## src/rtl/bus_if_pkg.sv

```systemverilog
// Shared definitions for the PE-to-CGRA bus interface: op codes, FSM
// state encoding and the layout width of a queued request.
package bus_if_pkg;

    // PE request op codes, also driven unchanged onto bus_op.
    localparam logic [1:0] OP_MEM_RD = 2'b00;
    localparam logic [1:0] OP_MEM_WR = 2'b01;
    localparam logic [1:0] OP_REG_WR = 2'b10;
    localparam logic [1:0] OP_REG_RD = 2'b11;

    // Issue FSM states.
    localparam logic [1:0] ST_IDLE = 2'd0;
    localparam logic [1:0] ST_REQ  = 2'd1;
    localparam logic [1:0] ST_XFER = 2'd2;
    localparam logic [1:0] ST_RESP = 2'd3;

    // A queued request is {op, addr, wdata, rs1, rs2, rd}, MSB first.
    function automatic int req_width(input int addr_w, input int data_w, input int reg_aw);
        return 2 + addr_w + data_w + 3 * reg_aw;
    endfunction

    // Reads return data on the A lane; writes return zero.
    function automatic logic op_returns_a(input logic [1:0] op);
        return (op == OP_MEM_RD) || (op == OP_REG_RD);
    endfunction

    // Only register reads return data on the B lane.
    function automatic logic op_returns_b(input logic [1:0] op);
        return op == OP_REG_RD;
    endfunction

endpackage

```

## src/rtl/bus_req_fifo.sv

```systemverilog
// Synchronous request queue. Depth must be a power of two so that the
// read/write pointers wrap naturally at their bit width.
module bus_req_fifo
    import bus_if_pkg::*;
#(
    parameter int WIDTH = 8,
    parameter int DEPTH = 4
) (
    input  logic                       clk,
    input  logic                       reset,
    input  logic                       push,
    input  logic [WIDTH-1:0]           din,
    input  logic                       pop,
    output logic [WIDTH-1:0]           dout,
    output logic                       full,
    output logic                       empty,
    output logic [$clog2(DEPTH):0]     count
);

    localparam int PTR_W = $clog2(DEPTH);
    localparam int CNT_W = PTR_W + 1;

    logic [WIDTH-1:0] mem_q [DEPTH];
    logic [PTR_W-1:0] wr_ptr_q, wr_ptr_d;
    logic [PTR_W-1:0] rd_ptr_q, rd_ptr_d;
    logic [CNT_W-1:0] count_q, count_d;
    logic             do_push;
    logic             do_pop;

    assign full    = (count_q == CNT_W'(DEPTH));
    assign empty   = (count_q == '0);
    assign count   = count_q;
    assign dout    = mem_q[rd_ptr_q];
    // A full queue never takes a push, even if it is popped this cycle.
    assign do_push = push && !full;
    assign do_pop  = pop && !empty;

    // Next pointer and occupancy values.
    always_comb begin
        // NOTE: every combinational output gets a default first, so no path leaves it unassigned and no latch is inferred.
        wr_ptr_d = wr_ptr_q;
        rd_ptr_d = rd_ptr_q;
        count_d  = count_q;
        if (do_push) wr_ptr_d = wr_ptr_q + PTR_W'(1);
        if (do_pop)  rd_ptr_d = rd_ptr_q + PTR_W'(1);
        case ({do_push, do_pop})
            2'b10:   count_d = count_q + CNT_W'(1);
            2'b01:   count_d = count_q - CNT_W'(1);
            default: count_d = count_q;
        endcase
    end

    // Pointer and occupancy registers.
    always_ff @(posedge clk or posedge reset) begin
        // NOTE: sequential state uses non-blocking assignments so every flop samples pre-edge values.
        if (reset) begin
            wr_ptr_q <= '0;
            rd_ptr_q <= '0;
            count_q  <= '0;
        end else begin
            wr_ptr_q <= wr_ptr_d;
            rd_ptr_q <= rd_ptr_d;
            count_q  <= count_d;
        end
    end

    // Entry storage.
    always_ff @(posedge clk) begin
        // NOTE: storage is not reset; an emptied queue never exposes stale entries, since count gates every read.
        if (do_push) mem_q[wr_ptr_q] <= din;
    end

endmodule

```

## src/rtl/bus_interface_q.sv

```systemverilog
// PE-side bus interface: queues PE requests, issues them one at a time
// under a request/grant handshake and returns exactly one response per
// request, with an optional timeout against an unresponsive target.
module bus_interface_q
    import bus_if_pkg::*;
#(
    parameter int ADDR_W     = 32,
    parameter int DATA_W     = 32,
    parameter int REG_AW     = 5,
    parameter int FIFO_DEPTH = 4,
    parameter int TIMEOUT    = 16
) (
    input  logic              clk,
    input  logic              reset,
    input  logic              pe_req_valid,
    output logic              pe_req_ready,
    input  logic [1:0]        pe_req_op,
    input  logic [ADDR_W-1:0] pe_req_addr,
    input  logic [DATA_W-1:0] pe_req_wdata,
    input  logic [REG_AW-1:0] pe_req_rs1,
    input  logic [REG_AW-1:0] pe_req_rs2,
    input  logic [REG_AW-1:0] pe_req_rd,
    output logic              pe_rsp_valid,
    input  logic              pe_rsp_ready,
    output logic [DATA_W-1:0] pe_rsp_data_a,
    output logic [DATA_W-1:0] pe_rsp_data_b,
    output logic              pe_rsp_err,
    output logic              bus_request,
    input  logic              grant,
    output logic              bus_valid,
    output logic [1:0]        bus_op,
    output logic [ADDR_W-1:0] bus_addr,
    output logic [DATA_W-1:0] bus_wdata,
    output logic [REG_AW-1:0] bus_rs1,
    output logic [REG_AW-1:0] bus_rs2,
    output logic [REG_AW-1:0] bus_rd,
    input  logic              bus_ack,
    input  logic [DATA_W-1:0] bus_rdata_a,
    input  logic [DATA_W-1:0] bus_rdata_b
);

    localparam int REQ_W = req_width(ADDR_W, DATA_W, REG_AW);
    localparam int CNT_W = (TIMEOUT > 0) ? $clog2(TIMEOUT + 1) : 1;

    // Request queue.
    logic [REQ_W-1:0]            fifo_din;
    logic [REQ_W-1:0]            fifo_dout;
    logic                        fifo_full;
    logic                        fifo_empty;
    logic                        fifo_pop;
    logic [$clog2(FIFO_DEPTH):0] fifo_count;
    logic                        unused_fifo_count;

    // Head-of-queue fields.
    logic [1:0]        head_op;
    logic [ADDR_W-1:0] head_addr;
    logic [DATA_W-1:0] head_wdata;
    logic [REG_AW-1:0] head_rs1, head_rs2, head_rd;

    // FSM, command register, timeout counter and registered outputs.
    logic [1:0]        state_q, state_d;
    logic [1:0]        cmd_op_q, cmd_op_d;
    logic [ADDR_W-1:0] cmd_addr_q, cmd_addr_d;
    logic [DATA_W-1:0] cmd_wdata_q, cmd_wdata_d;
    logic [REG_AW-1:0] cmd_rs1_q, cmd_rs1_d;
    logic [REG_AW-1:0] cmd_rs2_q, cmd_rs2_d;
    logic [REG_AW-1:0] cmd_rd_q, cmd_rd_d;
    logic [CNT_W-1:0]  wait_cnt_q, wait_cnt_d;
    logic              bus_request_q, bus_request_d;
    logic              bus_valid_q, bus_valid_d;
    logic              rsp_valid_q, rsp_valid_d;
    logic [DATA_W-1:0] rsp_data_a_q, rsp_data_a_d;
    logic [DATA_W-1:0] rsp_data_b_q, rsp_data_b_d;
    logic              rsp_err_q, rsp_err_d;
    logic              timed_out;

    assign fifo_din = {pe_req_op, pe_req_addr, pe_req_wdata, pe_req_rs1, pe_req_rs2, pe_req_rd};
    assign {head_op, head_addr, head_wdata, head_rs1, head_rs2, head_rd} = fifo_dout;
    // Occupancy is kept on the queue for observability only.
    assign unused_fifo_count = ^fifo_count;

    bus_req_fifo #(
        .WIDTH (REQ_W),
        .DEPTH (FIFO_DEPTH)
    ) u_fifo (
        .clk   (clk),
        .reset (reset),
        .push  (pe_req_valid),
        .din   (fifo_din),
        .pop   (fifo_pop),
        .dout  (fifo_dout),
        .full  (fifo_full),
        .empty (fifo_empty),
        .count (fifo_count)
    );

    assign pe_req_ready  = !fifo_full;
    assign pe_rsp_valid  = rsp_valid_q;
    assign pe_rsp_data_a = rsp_data_a_q;
    assign pe_rsp_data_b = rsp_data_b_q;
    assign pe_rsp_err    = rsp_err_q;
    assign bus_request   = bus_request_q;
    assign bus_valid     = bus_valid_q;
    assign bus_op        = cmd_op_q;
    assign bus_addr      = cmd_addr_q;
    assign bus_wdata     = cmd_wdata_q;
    assign bus_rs1       = cmd_rs1_q;
    assign bus_rs2       = cmd_rs2_q;
    assign bus_rd        = cmd_rd_q;

    // Timeout fires on the last waiting cycle; TIMEOUT of 0 never fires.
    assign timed_out = (TIMEOUT != 0) && (wait_cnt_q == CNT_W'(TIMEOUT - 1));

    // Issue FSM: pop, request, transfer, then hold the response for the PE.
    always_comb begin
        state_d       = state_q;
        cmd_op_d      = cmd_op_q;
        cmd_addr_d    = cmd_addr_q;
        cmd_wdata_d   = cmd_wdata_q;
        cmd_rs1_d     = cmd_rs1_q;
        cmd_rs2_d     = cmd_rs2_q;
        cmd_rd_d      = cmd_rd_q;
        wait_cnt_d    = wait_cnt_q;
        bus_request_d = bus_request_q;
        bus_valid_d   = bus_valid_q;
        rsp_valid_d   = rsp_valid_q;
        rsp_data_a_d  = rsp_data_a_q;
        rsp_data_b_d  = rsp_data_b_q;
        rsp_err_d     = rsp_err_q;
        fifo_pop      = 1'b0;

        case (state_q)
            ST_IDLE: begin
                if (!fifo_empty) begin
                    fifo_pop      = 1'b1;
                    cmd_op_d      = head_op;
                    cmd_addr_d    = head_addr;
                    cmd_wdata_d   = head_wdata;
                    cmd_rs1_d     = head_rs1;
                    cmd_rs2_d     = head_rs2;
                    cmd_rd_d      = head_rd;
                    bus_request_d = 1'b1;
                    state_d       = ST_REQ;
                end
            end
            ST_REQ: begin
                if (grant) begin
                    bus_valid_d = 1'b1;
                    wait_cnt_d  = '0;
                    state_d     = ST_XFER;
                end
            end
            ST_XFER: begin
                // Ack takes priority over a simultaneous timeout.
                if (bus_ack) begin
                    rsp_data_a_d  = op_returns_a(cmd_op_q) ? bus_rdata_a : '0;
                    rsp_data_b_d  = op_returns_b(cmd_op_q) ? bus_rdata_b : '0;
                    rsp_err_d     = 1'b0;
                    rsp_valid_d   = 1'b1;
                    bus_request_d = 1'b0;
                    bus_valid_d   = 1'b0;
                    state_d       = ST_RESP;
                end else if (timed_out) begin
                    rsp_data_a_d  = '0;
                    rsp_data_b_d  = '0;
                    rsp_err_d     = 1'b1;
                    rsp_valid_d   = 1'b1;
                    bus_request_d = 1'b0;
                    bus_valid_d   = 1'b0;
                    state_d       = ST_RESP;
                end else begin
                    wait_cnt_d = wait_cnt_q + CNT_W'(1);
                end
            end
            default: begin
                if (pe_rsp_ready) begin
                    rsp_valid_d  = 1'b0;
                    rsp_data_a_d = '0;
                    rsp_data_b_d = '0;
                    rsp_err_d    = 1'b0;
                    state_d      = ST_IDLE;
                end
            end
        endcase
    end

    // FSM, command and response registers; reset abandons any transaction.
    always_ff @(posedge clk or posedge reset) begin
        if (reset) begin
            state_q       <= ST_IDLE;
            cmd_op_q      <= '0;
            cmd_addr_q    <= '0;
            cmd_wdata_q   <= '0;
            cmd_rs1_q     <= '0;
            cmd_rs2_q     <= '0;
            cmd_rd_q      <= '0;
            wait_cnt_q    <= '0;
            bus_request_q <= 1'b0;
            bus_valid_q   <= 1'b0;
            rsp_valid_q   <= 1'b0;
            rsp_data_a_q  <= '0;
            rsp_data_b_q  <= '0;
            rsp_err_q     <= 1'b0;
        end else begin
            state_q       <= state_d;
            cmd_op_q      <= cmd_op_d;
            cmd_addr_q    <= cmd_addr_d;
            cmd_wdata_q   <= cmd_wdata_d;
            cmd_rs1_q     <= cmd_rs1_d;
            cmd_rs2_q     <= cmd_rs2_d;
            cmd_rd_q      <= cmd_rd_d;
            wait_cnt_q    <= wait_cnt_d;
            bus_request_q <= bus_request_d;
            bus_valid_q   <= bus_valid_d;
            rsp_valid_q   <= rsp_valid_d;
            rsp_data_a_q  <= rsp_data_a_d;
            rsp_data_b_q  <= rsp_data_b_d;
            rsp_err_q     <= rsp_err_d;
        end
    end

endmodule

```

## config.mk

```make
export PLATFORM = sky130hd
export DESIGN_NAME = bus_interface_q
export DESIGN_NICKNAME = d
export VERILOG_FILES = /design/src/rtl/bus_if_pkg.sv /design/src/rtl/bus_req_fifo.sv /design/src/rtl/bus_interface_q.sv
export SDC_FILE = /design/constraint.sdc
export NUM_CORES = 1
export LEC_CHECK = 0
export ABC_AREA = 1
export CAP_MARGIN = 5
export CORE_ASPECT_RATIO = 1.75
export CORE_UTILIZATION = 54
export DETAILED_ROUTE_END_ITERATION = 10
export MAX_ROUTING_LAYER = met4
export PLACE_DENSITY = 0.8
export SYNTH_ARGS = -nofsm -noshare
export SYNTH_HDL_FRONTEND = slang
export SYNTH_HIERARCHICAL = 1
export SYNTH_SLANG_ARGS = --single-unit
```

## constraint.sdc

```tcl
create_clock -name clk -period 6.02 [get_ports clk]
set_clock_uncertainty 0.15 [all_clocks]
set_input_delay 1.204 -clock clk [delete_from_list [all_inputs] [get_ports clk]]
set_output_delay 1.204 -clock clk [all_outputs]
set_load 0.1 [all_outputs]
```

Yosys cells after proc, flatten, opt, wreduce, memory -nomap -nowiden:

Memories as Yosys holds them, arrays and structs flattened. A register that Yosys moved wholly into a read port is not among the register bits.
Index checks and enable logic that the tools add are counted.

* register bits after elaboration: 82
* memory bits (writable): 324
* input port bits: 151
* word-level logic and storage cells: 86
* memories: 1

Memories
* u_fifo.mem_q: words 4, width 81, rd ports 1, clocked after memory_dff 1, write ports 1, line bus_req_fifo.sv:23 `logic [WIDTH-1:0] mem_q [DEPTH];`

* add/sub/neg operators: 5
* eq/ne operators: 12
* muxes and demuxes: 35
* bitwise logic cells: 2
* reduce and logical (&&, ||, !) cells: 20

Operators by type and width (number)
* 32-bit 2-to-1 mux: 6
* 32-bit case mux with 2 select lines: 2
* 5-bit 2-to-1 mux: 3
* 1-bit 2-to-1 mux: 12
* 2-bit 2-to-1 mux: 5
* 5-bit case mux with 2 select lines: 1
* 3-bit AND reduction: 3
* 2-bit != test, second input constant: 4
* 1-bit case mux with 2 select lines: 4
* 4-bit AND reduction: 2
* 2-bit nonzero test: 4
* 2-bit equality test, second input constant: 3
* 2-bit case mux with 3 select lines: 1
* 3-bit case mux with 2 select lines: 1
* 5-bit by 1-bit adder with 5-bit output, second input constant: 1
* 5-bit by 4-bit equality test with 1-bit output, second input constant: 1
* 2-bit by 1-bit adder with 2-bit output, second input constant: 2
* 2-bit by 1-bit equality test with 1-bit output, second input constant: 2
* 2-bit logical NOT: 2
* 4-bit nonzero test: 1
* 3-bit by 1-bit adder with 3-bit output, second input constant: 1
* 3-bit equality test, second input constant: 1
* 3-bit logical NOT: 1
* 3-bit != test, second input constant: 1
* 7 further kinds: 10

Longest topological paths before layout:

* word-level depth: 6
* gate-level depth with buffers: 15

Modules after synthesis:

Netlist, hierarchy kept.

Modules (own cells, without submodules)
* bus_req_fifo: instances 1, cells an instance 1006, area each 13827.0 sq um
* bus_interface_q: instances 1, cells an instance 711, area each 6377.4 sq um

Least setup slack after synthesis:

No wires, ideal clock.

* path type: input -> register
* start point: input pe_req_valid
* end point: memory u_fifo/mem_q[0][0] (netlist bit) (enable)
* setup time: 521 ps
* arrival: 4732 ps
* data required time: 5349 ps
* setup slack: 617 ps
* stages on the path: 2
* path buffers: 0
* cell sequence: nand2_1 > nor2_1

* longest elaborated chain between the ends: 3

RTL lines
* start, declared: line bus_interface_q.sv:15 `input logic pe_req_valid,`
* 1-bit logical AND: line bus_req_fifo.sv:35 `assign do_push = push && !full;`
* 1-bit 2-to-1 mux: line bus_req_fifo.sv:70 `if (do_push) mem_q[wr_ptr_q] <= din;`
* 1-bit 2-to-1 mux (not written as such): line bus_req_fifo.sv:70
* end, declared: line bus_req_fifo.sv:23

No other way between the ends.

Worst setup path in the final report:

* start point: register u_fifo.count_q[0], in the netlist u_fifo/count[0]
* end point: output pe_req_ready

* longest elaborated chain between the ends: 2

RTL lines
* start, declared: line bus_req_fifo.sv:26 `logic [CNT_W-1:0] count_q, count_d;`
* start signal, assigned: line bus_req_fifo.sv:63 `count_q <= count_d;`
* 3-bit equality test: line bus_req_fifo.sv:30 `assign full = (count_q == CNT_W'(DEPTH));`
* named net fifo_full: line bus_interface_q.sv:48 `logic fifo_full;`
* 1-bit logical NOT: line bus_interface_q.sv:97 `assign pe_req_ready = !fifo_full;`
* end, declared: line bus_interface_q.sv:16 `output logic pe_req_ready,`

The timed path passes the listed nets, and every way through them passes these cells.

==> metrics.txt <==
status=finished, final reports clean; 1st-iter DRT viols=749; commonest non-fill, non-tap cells in the layout=650 x nand2_1, 324 x edfxtp_1, 300 x clkdlybuf4s50_1; pin count of the biggest net entering global routing=272; CTS tree=yes; hold buffers post-CTS=0; number of global-route vias before repair=13,500; Post-CTS Setup Inserts=0; final worst slack=2.27 ns; DR pass1 iterations=5; Port Buffers=300; Leak Pwr=10.3 nW; clk buf depth=3; total clock sinks=487; CP Launch Type=flop; Int Power=7.66 mW; Register Area=13,800 um2; Net Switching=6.74 mW; critical path arrival=2.39 ns; Die Wd=148 um; GRT overflow=0; Die ar.=38,200 um2; Hold Vio Cnt, Final=0; Sw Share=46.8%; setup TNS=0 ns; commonest non-fill, non-tap cell in the layout=nand2_1; htree depth=2; IO Pins=301; initial antenna violation count=3; post-synth cell types=29; GP Congestion=0.837; Ys Warns=6; Max Slew Vio Count=0; clock share of power=19.0%; Gate power share=47.1%; max frequency=267 MHz; pwr dens=582 nW/um2; Final ANT Viol Nets=0; worst min path class=flop to flop; fill cell count=2,630; Clock Pin Slew Worst Setup and Hold Paths=0.07 ns; RSZ-0062 raised after global routing=false; GRT Overall Usage=24.4%; post-CTS resize count=0; Layout area overhead=22.4%; Post-synth ARST share=33.5%; worst-margin pin slew=1.26 ns; pre-CTS WS=2.07 ns; Rel. slew slack=16.0%; WL per Instance=18.0 um; Post-DP HPWL=28.8 mm; synthesis-stage register bit count=487; core area=36,900 um2; DR vias=13,100; sequential area share after synthesis=68.3%; number of flops mapped to enable cells by yosys=324; sequential share of power=33.9%; Max Cap Viol=0; hold slack=0.318 ns; Synth Net Count=1,881; Initial Utilization=54.8%; share of cells above drive strength 1=10.5%; Most used DFF post-synth=edfxtp_1; DIE HEIGHT=258 um; clk_lat worst skew=0.55 ns; Syn Area/Cell=11.8 um2; minimum clock period=3.75 ns; Syn Inst Count=1,717; Vias/cell=5.25; clock buffer count from CTS=42; Crit Path Max Fanout=4; Clock Tree Root=clkbuf_16; # rows=93; final wirelength=44.9 mm; post-synthesis cell area=20,200 um2; # DRC=0; area of the multi-input gates=5020 um2; first-pass GRT wire length=69.6 mm; Total Nets Final=2,151; Worst IR Drop VDD=0.591 mV; crit path kind=flop to primary output; Final Setup Violations=0; crit end category=primary output; Design Power=14.4 mW; Worst EP required=4.67 ns; period utilisation layout=62.3%
[per-stage QoR]
stage / instance area, um2 / util (%) / cells
after floorplan: 20200 / - / 1717
after global placement: 23300 / 63.3 / 2418
after detailed placement: 23300 / 63.3 / 2418
after CTS: 24700 / 67.0 / 2492
after global routing: 24700 / 67.1 / 2495
final: 24700 / 67.1 / 2495
[cells in the mapped netlist, types with 6 or more instances]
cell      number  area, um2
o211ai_2      94       1180
clkbuf_1      24       90.1
o21ai_2       16        140
o21ai_0        8       40.0
inv_2          6       22.5
dfrtp_1      163       4080
nand3_1       12       60.1
o21ai_1       50        250
edfxtp_1     324       9730
inv_1        191        717
nand2_1      650       2440
nor2_1        13       48.8
ha_1          12        150
buf_2         27        135
buf_6         37        417
o211ai_1      68        510
[kinds of logic after synthesis]
family                   Yosys count  share of synthesized area, %
XOR/XNOR                           1                        0.0434
adder cells (fa/ha/maj)           13                         0.842
AO/OA/AOI/OAI                    241                          10.6
flip-flops                       487                          68.3
buffers and inverters            288                          6.98
AND/OR/NAND/NOR                  687                          13.2
[power by group through the flow]
stage,registers [mW],clock network (mW),logic [mW]
3_3_place_gp,4.90,0,6.67
5_1_grt,4.95,2.92,7.24
2_1_floorplan,7.40,0,2.85
6_report,4.88,2.74,6.78
4_1_cts,4.89,2.80,6.83
3_5_place_dp,4.94,0,6.81
[area by class of cell]
cell class,instances,share of cell area (%)
Timing Repair Buffer,316,12.7
Inverter,198,3.09
Tap cell,475,2.40
Clock buffer,59,4.75
Sequential cell,487,55.8
Clock inverter,15,0.865
Multi-Input combinational cell,942,20.3
Antenna cell,3,0.0303
[final timing paths]
kind	start	endpoint	slack, ns	depth (start not counted)
worst max-delay path	u_fifo/count[0]	pe_req_ready	2.27	5
worst min-delay path	bus_addr[6]	bus_addr[6]	0.32	2
worst max register to register	u_fifo/count[0]	bus_wdata[25]	2.93	10
worst min register to register	bus_addr[6]	bus_addr[6]	0.32	2
max in group asynchronous	reset	bus_wdata[30]	3.37	3
min in group asynchronous	reset	u_fifo/rd_ptr_q[1]	0.89	2
[worst max-delay path, stage by stage, from the launching register on]
cell and delay (ns):
dfrtp_1 0.39, inv_2 0.07, nand3_1 0.14, inv_1 0.06
inv_1 0.05, clkdlybuf4s50_1 1.14
[registers in the layout, indices dropped and copies added (netlist names)]
register and flops:
pe_rsp_valid 1, u_fifo/mem_q 324, wait_cnt_q 5, u_fifo/rd_ptr_q 2
pe_rsp_data_a 32, pe_rsp_data_b 32, bus_addr 32, bus_valid 1
bus_request 1, state_q 2, bus_wdata 32, pe_rsp_err 1
u_fifo/count 3, bus_rd 5, bus_rs1 5, bus_rs2 5
bus_op 2, u_fifo/wr_ptr_q 2
[per-layer routing]
layer  vias up  GRT usage, %  share of wire, %
met5         -             -                 0
met4         0          11.7               4.0
met3        93          3.50               5.5
met2       454          45.1                54
met1      6314          25.0                37
li1       6234             -                 -
Power figures use the tool's default switching activity.
